## src/rtl/bist_multimode_gen_if.sv

```systemverilog
// bist_multimode_gen_if: control and stream bundle between the test controller,
// the BIST generator and the datapath under test.
//   enable        controller -> generator, global advance qualifier
//   capture_start controller -> generator, burst request
//   mode          controller -> generator, pattern select (0 LFSR, 1 counter,
//                 2 walking-ones, 3 checkerboard)
//   data_out      generator  -> datapath, current test word
//   valid_out     generator  -> datapath, data_out is new this cycle
//   sync          generator  -> datapath, first word of a burst
//   busy          generator  -> controller, burst in progress
//   done          generator  -> controller, burst finished pulse
//   signature     generator  -> controller, MISR of the last burst
interface bist_multimode_gen_if #(
  parameter int unsigned DATA_WIDTH = 32
) ();

  logic                  enable;
  logic                  capture_start;
  logic [1:0]            mode;
  logic [DATA_WIDTH-1:0] data_out;
  logic                  valid_out;
  logic                  sync;
  logic                  busy;
  logic                  done;
  logic [DATA_WIDTH-1:0] signature;

  // Test controller / checker side
  modport master (
    output enable,
    output capture_start,
    output mode,
    input  data_out,
    input  valid_out,
    input  sync,
    input  busy,
    input  done,
    input  signature
  );

  // Generator side
  modport slave (
    input  enable,
    input  capture_start,
    input  mode,
    output data_out,
    output valid_out,
    output sync,
    output busy,
    output done,
    output signature
  );

endinterface

```

## src/rtl/bist_multimode_gen.sv

```systemverilog
// bist_multimode_gen: BIST stimulus engine. Emits bursts of BURST_LEN test words
// (LFSR, counter, walking-ones or checkerboard) after a C2DR-cycle arm delay and
// folds every word into a MISR whose value is published with the done pulse.
// Ports:
//   clk  rising-edge clock
//   rst  synchronous active-high reset, overrides everything
//   bus  bist_multimode_gen_if.slave (control inputs, stream/status outputs)
// All bus outputs are registered.
module bist_multimode_gen #(
  parameter int unsigned           DATA_WIDTH = 32,
  parameter int unsigned           C2DR       = 3,
  parameter int unsigned           BURST_LEN  = 16,
  parameter logic [DATA_WIDTH-1:0] LFSR_TAPS  = DATA_WIDTH'(32'h0040_0007),
  parameter logic [DATA_WIDTH-1:0] LFSR_SEED  = DATA_WIDTH'(32'h0000_0001)
) (
  input  logic                 clk,
  input  logic                 rst,
  bist_multimode_gen_if.slave  bus
);

  localparam int unsigned ARM_W     = (C2DR > 1) ? $clog2(C2DR) : 1;
  localparam int unsigned BEAT_W    = (BURST_LEN > 1) ? $clog2(BURST_LEN) : 1;
  localparam int unsigned ARM_LAST  = (C2DR == 0) ? 0 : C2DR - 1;
  localparam int unsigned BEAT_LAST = BURST_LEN - 1;
  localparam bit          SKIP_ARM  = (C2DR == 0);

  localparam logic [ARM_W-1:0]      ARM_LAST_V  = ARM_W'(ARM_LAST);
  localparam logic [BEAT_W-1:0]     BEAT_LAST_V = BEAT_W'(BEAT_LAST);
  // An all-zero seed would lock the LFSR, so it is promoted to 1.
  localparam logic [DATA_WIDTH-1:0] SEED_EFF    =
    (LFSR_SEED == '0) ? DATA_WIDTH'(1) : LFSR_SEED;
  localparam logic [DATA_WIDTH-1:0] CB_START    =
    DATA_WIDTH'({DATA_WIDTH{2'b01}});

  localparam logic [1:0] MODE_LFSR = 2'd0;
  localparam logic [1:0] MODE_CNT  = 2'd1;
  localparam logic [1:0] MODE_WALK = 2'd2;
  localparam logic [1:0] MODE_CB   = 2'd3;

  typedef enum logic [1:0] {
    S_IDLE = 2'd0,
    S_ARM  = 2'd1,
    S_RUN  = 2'd2,
    S_DONE = 2'd3
  } state_e;

  state_e state_q, state_d;

  logic [1:0]            mode_q, mode_d;
  logic [DATA_WIDTH-1:0] pat_q, pat_d;
  logic [DATA_WIDTH-1:0] misr_q, misr_d;
  logic [BEAT_W-1:0]     beat_q, beat_d;
  logic [ARM_W-1:0]      arm_q, arm_d;
  logic [DATA_WIDTH-1:0] data_q, data_d;
  logic [DATA_WIDTH-1:0] sig_q, sig_d;
  logic                  valid_q, valid_d;
  logic                  sync_q, sync_d;
  logic                  busy_q, busy_d;
  logic                  done_q, done_d;

  logic start_c;
  logic restart_c;
  logic arm_last_c;
  logic beat_last_c;

  // Galois shift shared by the LFSR pattern and the MISR.
  function automatic logic [DATA_WIDTH-1:0] galois_step(
    input logic [DATA_WIDTH-1:0] s
  );
    galois_step = {s[DATA_WIDTH-2:0], 1'b0} ^ (s[DATA_WIDTH-1] ? LFSR_TAPS : '0);
  endfunction

  // First word of a burst for the given mode.
  function automatic logic [DATA_WIDTH-1:0] pat_start(input logic [1:0] m);
    unique case (m)
      MODE_LFSR: pat_start = SEED_EFF;
      MODE_CNT:  pat_start = '0;
      MODE_WALK: pat_start = DATA_WIDTH'(1);
      default:   pat_start = CB_START;
    endcase
  endfunction

  // Word following p in the given mode.
  function automatic logic [DATA_WIDTH-1:0] pat_next(
    input logic [DATA_WIDTH-1:0] p,
    input logic [1:0]            m
  );
    unique case (m)
      MODE_LFSR: pat_next = galois_step(p);
      MODE_CNT:  pat_next = p + DATA_WIDTH'(1);
      MODE_WALK: pat_next = {p[DATA_WIDTH-2:0], p[DATA_WIDTH-1]};
      default:   pat_next = ~p;
    endcase
  endfunction

  assign start_c     = bus.enable & bus.capture_start;
  assign arm_last_c  = (arm_q == ARM_LAST_V);
  assign beat_last_c = (beat_q == BEAT_LAST_V);
  // A burst may only be launched from IDLE or at the burst boundary.
  assign restart_c   = start_c & ((state_q == S_IDLE) | (state_q == S_DONE));

  // State register
  always_ff @(posedge clk) begin
    if (rst) begin
      state_q <= S_IDLE;
    end else begin
      state_q <= state_d;
    end
  end

  // Next-state logic
  always_comb begin
    state_d = state_q;
    unique case (state_q)
      S_IDLE: begin
        if (start_c) begin
          state_d = SKIP_ARM ? S_RUN : S_ARM;
        end
      end
      S_ARM: begin
        if (bus.enable && arm_last_c) begin
          state_d = S_RUN;
        end
      end
      S_RUN: begin
        if (bus.enable && beat_last_c) begin
          state_d = S_DONE;
        end
      end
      S_DONE: begin
        if (start_c) begin
          state_d = SKIP_ARM ? S_RUN : S_ARM;
        end else begin
          state_d = S_IDLE;
        end
      end
      default: state_d = S_IDLE;
    endcase
  end

  // Output and datapath next-values
  always_comb begin
    mode_d  = mode_q;
    pat_d   = pat_q;
    misr_d  = misr_q;
    beat_d  = beat_q;
    arm_d   = arm_q;
    data_d  = data_q;
    sig_d   = sig_q;
    valid_d = 1'b0;
    sync_d  = 1'b0;
    done_d  = 1'b0;
    // busy follows the state being entered so it drops in the done cycle
    // only when the engine returns to IDLE.
    busy_d  = (state_d != S_IDLE);

    unique case (state_q)
      S_ARM: begin
        if (bus.enable) begin
          arm_d = arm_q + ARM_W'(1);
        end
      end
      S_RUN: begin
        if (bus.enable) begin
          valid_d = 1'b1;
          data_d  = pat_q;
          sync_d  = (beat_q == '0);
          misr_d  = galois_step(misr_q) ^ pat_q;
          pat_d   = pat_next(pat_q, mode_q);
          beat_d  = beat_q + BEAT_W'(1);
        end
      end
      S_DONE: begin
        done_d = 1'b1;
        sig_d  = misr_q;
      end
      default: begin
      end
    endcase

    // Burst launch: relatch mode and restart patterns and MISR.
    if (restart_c) begin
      mode_d = bus.mode;
      pat_d  = pat_start(bus.mode);
      misr_d = '0;
      beat_d = '0;
      arm_d  = '0;
    end
  end

  // Datapath and output registers
  always_ff @(posedge clk) begin
    if (rst) begin
      mode_q  <= '0;
      pat_q   <= '0;
      misr_q  <= '0;
      beat_q  <= '0;
      arm_q   <= '0;
      data_q  <= '0;
      sig_q   <= '0;
      valid_q <= 1'b0;
      sync_q  <= 1'b0;
      busy_q  <= 1'b0;
      done_q  <= 1'b0;
    end else begin
      mode_q  <= mode_d;
      pat_q   <= pat_d;
      misr_q  <= misr_d;
      beat_q  <= beat_d;
      arm_q   <= arm_d;
      data_q  <= data_d;
      sig_q   <= sig_d;
      valid_q <= valid_d;
      sync_q  <= sync_d;
      busy_q  <= busy_d;
      done_q  <= done_d;
    end
  end

  assign bus.data_out  = data_q;
  assign bus.valid_out = valid_q;
  assign bus.sync      = sync_q;
  assign bus.busy      = busy_q;
  assign bus.done      = done_q;
  assign bus.signature = sig_q;

`ifndef SYNTHESIS
  // Output relationships that must always hold.
  a_sync_with_valid : assert property (@(posedge clk) disable iff (rst)
    sync_q |-> valid_q);
  a_done_not_valid  : assert property (@(posedge clk) disable iff (rst)
    done_q |-> !valid_q);
  a_valid_busy      : assert property (@(posedge clk) disable iff (rst)
    valid_q |-> busy_q);
`endif

endmodule

```

## src/flat_wrapper.sv

```systemverilog
// flat-port wrapper written by rule: the top's interface ports become plain ports
module bist_multimode_gen_flat 
#(
  parameter int unsigned           DATA_WIDTH = 32,
  parameter int unsigned           C2DR       = 3,
  parameter int unsigned           BURST_LEN  = 16,
  parameter logic [DATA_WIDTH-1:0] LFSR_TAPS  = DATA_WIDTH'(32'h0040_0007),
  parameter logic [DATA_WIDTH-1:0] LFSR_SEED  = DATA_WIDTH'(32'h0000_0001)
)
  (clk, rst, bus_enable, bus_capture_start, bus_mode, bus_data_out, bus_valid_out, bus_sync, bus_busy, bus_done, bus_signature);
  bist_multimode_gen_if #(.DATA_WIDTH(DATA_WIDTH)) bus_i ();
  input  logic clk;
  input  logic rst;
  input wire logic [$bits(bus_i.enable)-1:0] bus_enable;
  input wire logic [$bits(bus_i.capture_start)-1:0] bus_capture_start;
  input wire logic [$bits(bus_i.mode)-1:0] bus_mode;
  output wire logic [$bits(bus_i.data_out)-1:0] bus_data_out;
  output wire logic [$bits(bus_i.valid_out)-1:0] bus_valid_out;
  output wire logic [$bits(bus_i.sync)-1:0] bus_sync;
  output wire logic [$bits(bus_i.busy)-1:0] bus_busy;
  output wire logic [$bits(bus_i.done)-1:0] bus_done;
  output wire logic [$bits(bus_i.signature)-1:0] bus_signature;
  assign bus_i.enable = bus_enable;
  assign bus_i.capture_start = bus_capture_start;
  assign bus_i.mode = bus_mode;
  assign bus_data_out = bus_i.data_out;
  assign bus_valid_out = bus_i.valid_out;
  assign bus_sync = bus_i.sync;
  assign bus_busy = bus_i.busy;
  assign bus_done = bus_i.done;
  assign bus_signature = bus_i.signature;
  bist_multimode_gen #(.DATA_WIDTH(DATA_WIDTH), .C2DR(C2DR), .BURST_LEN(BURST_LEN), .LFSR_TAPS(LFSR_TAPS), .LFSR_SEED(LFSR_SEED)) u_core (.clk(clk), .rst(rst), .bus(bus_i));
endmodule
```

## config.mk

```make
export PLATFORM = sky130hd
export DESIGN_NAME = bist_multimode_gen_flat
export DESIGN_NICKNAME = d
export VERILOG_FILES = /design/src/rtl/bist_multimode_gen_if.sv /design/src/rtl/bist_multimode_gen.sv /design/src/flat_wrapper.sv
export SDC_FILE = /design/constraint.sdc
export NUM_CORES = 1
export LEC_CHECK = 0
export CORE_MARGIN = 2
export CORE_UTILIZATION = 57
export CTS_CLUSTER_DIAMETER = 60
export DETAILED_ROUTE_END_ITERATION = 16
export PLACE_DENSITY = 0.8
export SYNTH_ARGS = -nofsm -noshare
export SYNTH_HDL_FRONTEND = slang
export SYNTH_SLANG_ARGS = --single-unit
```

## constraint.sdc

```tcl
create_clock -name clk -period 3.1 [get_ports clk]
set_clock_uncertainty 0.15 [all_clocks]
set_input_delay 0.93 -clock clk [delete_from_list [all_inputs] [get_ports clk]]
set_output_delay 0.93 -clock clk [all_outputs]
set_load 0.1 [all_outputs]
```

==> key figures, run 1 <==
Status
  • Run status: complete, no violations

Clocking
  • Clock sink total: 142
  • Post-CTS Setup Repair Bufs: 0
  • Clock Latency Late Sink: 0.43 ns
  • Num CTS Buffers: 17
  • Clk pin slew, worst setup/hold paths: 0.06 ns
  • CTS root buf: clkbuf_16
  • H-tree Lvls: 4
  • TritonCTS clock tree: built
  • Hold buffer count at CTS: 0
  • Longest Clk Path Bufs: 2
  • Post-CTS sizing: 0

Synth
  • Distinct cells, synth: 71
  • Most frequent cells after synthesis: dfxtp_1, nand2_1, nor2_1, a21oi_1, clkbuf_1
  • Post-synth ARST share: 0
  • #FFs+latches synth: 142
  • Mapped Nets: 849
  • Mean Syn Cell Area: 8.268 sq um
  • Ys flop type: dfxtp_1
  • Syn Std Cell Area: 0.006904 sq mm
  • Most common cell in the netlist: dfxtp_1
  • Largest area contributor in the netlist: dfxtp_1
  • EDFF count, synth: 0
  • Sequential element share of the synthesized area: 0.4117
  • Gate Count Post-Synth: 835
  • Synth area leaders: dfxtp_1, nand2_1, mux2i_1
  • Share of the synthesized area in the top cell type: 0.4117
  • YS warnings: 0

Route
  • Detailed Route Iter0 Violations: 403
  • Drc violations: 0
  • Vias per cell: 6.009
  • Post-route ant nets: 0
  • DRT Pass-1 Iters: 5
  • Drt total wl: 18.52 mm
  • Routed WL per cell: 17.97 um
  • Via count: 6195

Global routing
  • Gr busiest metal: met2
  • Met3 usage: 0.05611
  • Wire length of the first global-routing pass: 29.91 mm
  • Pin count of the biggest net entering global routing: 64
  • Initial antenna violation count: 0
  • M2 GR Usage: 0.4643
  • Met1 Usage GRT: 0.3815
  • Vias in the first global route: 5975
  • Total congestion overflow: 0
  • GRT Total Usage: 0.2937

Timing
  • Final worst path period share: 0.8027
  • Final WS setup: 0.6117 ns
  • FMAX: 0.4019 GHz
  • Fin crit period: 2.488 ns
  • Final slew viol count: 0
  • Final setup fails: 0
  • Slew HR: 0.3928
  • WHS: 0.3050 ns
  • Setup TNS: 0 ns
  • Slew @ Worst Pin: 0.9108 ns
  • RSZ-0062 raised after global routing: false
  • Final Hold Vio Count: 0

Finish
  • Multi-input gate area: 0.003633 sq mm
  • Layout Area Growth over Synthesis: 17.60%
  • Fillers: 928
  • Register area: 0.002843 sq mm
  • Post-route insts no fill: 1031
  • N_diodes: 0
  • Nets: 886
  • Layout cell share with drive strength beyond 1: 0.1708
  • Post-layout util: 0.6816

Die
  • FP Rows: 40
  • Core footprint: 0.01191 sq mm
  • Die ar.: 0.01301 sq mm
  • Num ports: 74
  • Chip Width: 114.1 um
  • Die height: 114.1 um
  • Initial core utilization: 0.5796

Placed design
  • Pre-CTS setup slack: 0.1995 ns
  • GPL Wtd Cong: 0.9458
  • Placed Cells: 1000
  • Port buffer count: 73
  • Hpwl dp: 12.55 mm

Critical path
  • Critical Path RT: 3.30 ns
  • Critical Path Slowest Stage Cell: or4_1
  • CP arrival: 2.69 ns
  • Max incr delay on CP: 0.49 ns
  • CP Class: input port to flip-flop
  • Crit end category: flip-flop
  • Crit-path cells: clkdlybuf4s50_1 -> and2b_1 -> o21ai_0 -> buf_4 -> or4_1 -> o211ai_1
  • Bufs and invs on worst path: 2
  • Delay-heaviest family, CP: simple AND/OR/NAND/NOR gates
  • CP Max Fanout: 13
  • Startpoint types: input port

Run
  • Max Cap Viol: 0

Power
  • Pleak: 2.903 nW
  • Share of power burned in registers: 0.426
  • Clock share of power: 0.413
  • Maximum VDD drop: 0.3114 mV
  • P_int: 0.003446 W
  • Sw Share: 0.2934
  • Net switching power: 0.001430 W
  • Power density over cell area: 600.6 mW/mm^2
  • Combinational power share: 0.161

Hold path
  • Hold WC Path Type: flip-flop to flip-flop
[cell usage in the layout, fill, tap and decap left out, drive strengths merged, types with 8 or more instances in the layout]
cell and count:
buf 99, o21ai 27, nor3 11, o22ai 12
a21oi 73, ha 8, nand3 11, o211ai 9
a31oi 11, inv 14, mux2i 41, nand4 12
nor2 92, nand2 115, dfxtp 142, a211oi 41
xnor2 39, clkbuf 21
[logic make-up after synthesis]
| family | after synthesis | share of synthesized area |
|---|---|---|
| buf+inv | 100 | 0.06288 |
| fa+ha+maj | 8 | 0.01450 |
| compound gates | 210 | 0.1959 |
| simple gates | 289 | 0.1981 |
| flops | 142 | 0.4117 |
| mux | 42 | 0.06107 |
| xor+xnor | 44 | 0.05582 |
[power groups by stage]
stage | clock [W] | sequential, W | combinational [W]
after detailed placement | 0 | 0.00211 | 0.000773
final | 0.00201 | 0.00208 | 0.000787
after floorplan | 0 | 0.00209 | 0.000583
after global placement | 0 | 0.00210 | 0.000756
after global routing | 0.00211 | 0.00209 | 0.000855
after CTS | 0.00202 | 0.00207 | 0.000779
[metrics by stage]
step | instance area (sq um) | power (W)
final | 8119 | 0.004876
after floorplan | 6904 | 0.002670
after global placement | 7535 | 0.002860
after detailed placement | 7535 | 0.002882
after CTS | 8119 | 0.004872
after global routing | 8119 | 0.005053
[worst reg2reg max path, delay by kind of cell, from the launching register on]
| kind | cells | cell delay (ns) |
|---|---|---|
| simple gates | 2 | 0.85 |
| fa+ha+maj | 1 | 0.34 |
| compound gates | 2 | 0.29 |
| flops | 1 | 0.40 |
| buf+inv | 2 | 0.31 |
[registers in the layout, summed over array words and instances (netlist names)]
signal                flops
u_core.bus.data_out      32
u_core.bus.signature     32
u_core.misr_q            32
u_core.pat_q             32
u_core.beat_q             4
u_core.arm_q              2
u_core.mode_q             2
u_core.state_q            2
u_core.bus.busy           1
u_core.bus.done           1
u_core.bus.sync           1
u_core.bus.valid_out      1
[layer usage]
metal | vias up | share of wire | wire length [um]
met3 | 46 | 0.053 | 974
met4 | 0 | 0.032 | 589
met1 | 2933 | 0.45 | 8293
met5 | - | 0 | 0
li1 | 2998 | - | -
met2 | 218 | 0.47 | 8664
[layout make-up]
class	count	share of cell area
Multi-Input combinational cell	593	0.4475
Sequential cell	142	0.3501
Timing Repair Buffer	103	0.1008
Clock buffer	21	0.05794
Tap cell	147	0.02265
Clock inverter	10	0.01402
Inverter	15	0.006935
[worst paths after layout]
path / cells past startpoint / from / end / slack [ns]
max: 6 / bus_capture_start / u_core.pat_q[16] / 0.61
min: 2 / u_core.bus.data_out[26] / u_core.bus.data_out[26] / 0.30
max reg2reg: 7 / u_core.state_q[0] / u_core.pat_q[16] / 0.68
min reg2reg: 2 / u_core.bus.data_out[26] / u_core.bus.data_out[26] / 0.30
Note: power is estimated with default switching activity, not from simulation.
==> run 2, diff against run 1 <==
- CORE_UTILIZATION: 57 -> 51
- PLACE_DENSITY: 0.8 -> 0.76
- clock period: 3.1 -> 2.2 ns (I/O delays scaled with it)
==> run 2 against run 1 <==
Net effect: via count rose by 4.8%; final area grew 18%; worst setup slack worse by 0.49 ns; core utilization is 4.0 points higher; clock power grew 45%; sequential power rose by 37%; register-to-register slack got worse by 0.56 ns.
==> key figures, run 2 (synthesis gave the netlist of run 1 again) <==
Timing
  • Fin crit period: 2.078 ns
  • Slew HR: 0.6203 (was 0.3928)
  • FMAX: 0.4813 GHz
  • RSZ-0062 raised after global routing: false (unchanged)
  • Final setup fails: 0 (unchanged)
  • Slew @ Worst Pin: 0.5688 ns (was 0.9108 ns)
  • Final worst path period share: 0.9443
  • Final slew viol count: 0 (unchanged)
  • Final Hold Vio Count: 0 (unchanged)
  • Final WS setup: 0.1225 ns (was 0.6117 ns)

Finish
  • Multi-input gate area: 0.003661 sq mm (was 0.003633 sq mm)
  • Layout cell share with drive strength beyond 1: 0.2321 (was 0.1708)
  • Commonest non-fill, non-tap cell in the layout: dfxtp_1 (unchanged)
  • Fillers: 965 (was 928)
  • Layout Area Growth over Synthesis: 38.49% (was 17.60%)
  • Design Area, Final: 0.009562 sq mm (was 0.008119 sq mm)
  • Post-route insts no fill: 1124 (was 1031)
  • Register area: 0.002843 sq mm (unchanged)
  • Commonest cells after routing, fill and taps aside: dfxtp_1, nand2_1, nor2_1, buf_4 (was dfxtp_1, nand2_1, buf_4, nor2_1, a21oi_1)
  • Nets: 950 (was 886)
  • N_diodes: 0 (unchanged)

Critical path
  • Startpoint types: flip-flop (was input port)
  • CP arrival: 2.26 ns (was 2.69 ns)
  • CP Max Fanout: 4 (was 13)
  • Worst Reg-to-Reg Cells: 6 (was 7)
  • R2r endpoint: u_core.pat_q[18] (was u_core.pat_q[16])
  • CP Class: flip-flop to flip-flop (was input port to flip-flop)
  • Bufs and invs on worst path: 0 (was 2)
  • Crit end category: flip-flop (unchanged)
  • Critical Path Slowest Stage Cell: or4_4 (was or4_1)
  • R2R setup slack: 0.12 ns (was 0.68 ns)
  • Crit-path cells: ha_1 -> nand4_1 -> or4_4 -> mux2i_1 -> and3_1 -> nor4_2 (was clkdlybuf4s50_1 -> and2b_1 -> o21ai_0 -> buf_4 -> or4_1 -> o211ai_1)
  • Delay-heaviest family, CP: simple AND/OR/NAND/NOR gates (unchanged)
  • RR Startpoint: u_core.pat_q[1] (was u_core.state_q[0])
  • Max incr delay on CP: 0.56 ns (was 0.49 ns)
  • Critical Path RT: 2.38 ns (was 3.30 ns)

Power
  • Maximum VDD drop: 0.5841 mV (was 0.3114 mV)
  • Share of power burned in registers: 0.396 (was 0.426)
  • Combinational power share: 0.198 (was 0.161)
  • Pwr Total: 0.007188 W (was 0.004876 W)
  • Net switching power: 0.002076 W (was 0.001430 W)
  • Power density over cell area: 751.8 mW/mm^2 (was 600.6 mW/mm^2)
  • Pleak: 3.446 nW (was 2.903 nW)
  • P_int: 0.005112 W (was 0.003446 W)
  • Sw Share: 0.2888 (was 0.2934)
  • Clock share of power: 0.405 (was 0.413)

Route
  • Routed WL per cell: 17.43 um (was 17.97 um)
  • Vias per cell: 5.775 (was 6.009)
  • Via count: 6491 (was 6195)
  • Drc violations: 0 (unchanged)
  • Detailed Route Iter0 Violations: 632 (was 403)
  • DRT Pass-1 Iters: 6 (was 5)
  • Drt total wl: 19.59 mm (was 18.52 mm)
  • Post-route ant nets: 0 (unchanged)

Clocking
  • H-tree Lvls: 4 (unchanged)
  • Clock sink total: 142 (unchanged)
  • TritonCTS clock tree: built (unchanged)
  • Clock Latency Late Sink: 0.43 ns (about the same)
  • Clk pin slew, worst setup/hold paths: 0.06 ns (about the same)
  • Hold buffer count at CTS: 0 (unchanged)
  • CTS root buf: clkbuf_16 (unchanged)
  • Num CTS Buffers: 17 (unchanged)
  • Longest Clk Path Bufs: 2 (unchanged)

Global routing
  • Wire length of the first global-routing pass: 31.71 mm (was 29.91 mm)
  • GRT Total Usage: 0.2770 (was 0.2937)
  • Vias in the first global route: 6245 (was 5975)
  • Total congestion overflow: 0 (unchanged)
  • Initial antenna violation count: 0 (unchanged)
  • Pin count of the biggest net entering global routing: 42 (was 64)

Die
  • Chip Width: 120.4 um (was 114.1 um)
  • Die height: 120.4 um (was 114.1 um)
  • Num ports: 74 (unchanged)
  • FP Rows: 42 (was 40)
  • Die ar.: 0.01448 sq mm (was 0.01301 sq mm)
  • Core footprint: 0.01324 sq mm (was 0.01191 sq mm)
  • Initial core utilization: 0.5214 (was 0.5796)

Hold path
  • Sink of the worst hold path: u_core.bus.data_out[26] (unchanged)
  • Hold WC Path Type: flip-flop to flip-flop (unchanged)
  • Hold depth: 2 (unchanged)
  • Hold path startpoint: u_core.bus.data_out[26] (unchanged)

Placed design
  • Pre-CTS setup slack: -0.3905 ns (was 0.1995 ns)
  • Placed Instance Area: 0.008921 sq mm (was 0.007535 sq mm)
  • Placed Cells: 1092 (was 1000)
  • Port buffer count: 73 (unchanged)
  • GPL Wtd Cong: 0.9801 (was 0.9458)
  • Hpwl dp: 13.86 mm (was 12.55 mm)

Status
  • Run status: complete, no violations (unchanged)

Run
  • Max Cap Viol: 0 (unchanged)
-- run 2: changes by cell type in the layout (fill, tap and decap cells not counted), sizes merged --
cell and change:
buf +64, clkbuf -3, clkinv +3, clkinvlp -3, inv +2, bufinv +1, clkdlybuf4s50 -1, dlymetal6s2s +1
-- run 2: worst reg2reg max path, stage by stage, from the launching register on --
cell	delay, ns
dfxtp_1	0.34
ha_1	0.21
nand4_1	0.15
or4_4	0.56
mux2i_1	0.15
and3_1	0.19
nor4_2	0.25
-- run 2: per-layer routing --
metal,share of wire,vias to the layer above,track usage,wire [um]
li1,-,3117,-,-
met1,0.41,3028,0.3564,8023
met2,0.48,289,0.4478,9323
met3,0.086,57,0.06792,1691
met4,0.028,0,0.1097,548
met5,0,-,0,0
-- run 2: area by class of cell --
cell class,count,area share
sequential,142,0.2973
multi-input combinational,593,0.3829
clock buffer,18,0.04593
clock inverter,13,0.01727
tap,176,0.02303
inverter,15,0.005889
timing repair buffer,167,0.2277
-- run 2: how the worst max path moves through the flow --
stage	cells after the start	start	slack (ns)	end
after global placement	6	bus_enable	-0.32	u_core.bus.busy
final	6	u_core.pat_q[1]	0.12	u_core.pat_q[18]
after detailed placement	6	bus_enable	-0.39	u_core.misr_q[13]
after floorplan	9	u_core.state_q[0]	0.02	u_core.pat_q[8]
after CTS	7	u_core.state_q[1]	0.04	u_core.pat_q[16]
after global routing	5	u_core.pat_q[11]	0.05	u_core.pat_q[30]
-- run 2: timing repair --
action / 4_1_cts / 5_1_grt
setup buffers: 0 / 1
gates resized for setup: 0 / 5
setup endpoints to repair: 0 / 8
endpoints found under the hold margin: 0 / 0
-- run 2: stage by stage --
step	TNS [ns]	utilization	hold slack (ns)
after floorplan	0	-	0.3070
after global placement	-19.12	0.6737	0.3244
after detailed placement	-23.75	0.6737	0.3370
after CTS	0	0.7193	0.3463
after global routing	0	0.7220	0.3638
final	0	0.7220	0.3419
-- run 2: power groups by stage --
| stage | logic [W] | registers [W] | clock network (W) |
|---|---|---|---|
| floorplan | 0.000822 | 0.00294 | 0 |
| global placement | 0.00134 | 0.00290 | 0 |
| detailed placement | 0.00138 | 0.00290 | 0 |
| CTS | 0.00139 | 0.00285 | 0.00296 |
| global route | 0.00153 | 0.00286 | 0.00309 |
| finish | 0.00142 | 0.00285 | 0.00291 |
==> run 3, diff against run 2 <==
- CTS_CLUSTER_SIZE: default -> 30
==> results of run 3 <==
The final DEF is identical to that of run 2; final timing and power are the same.
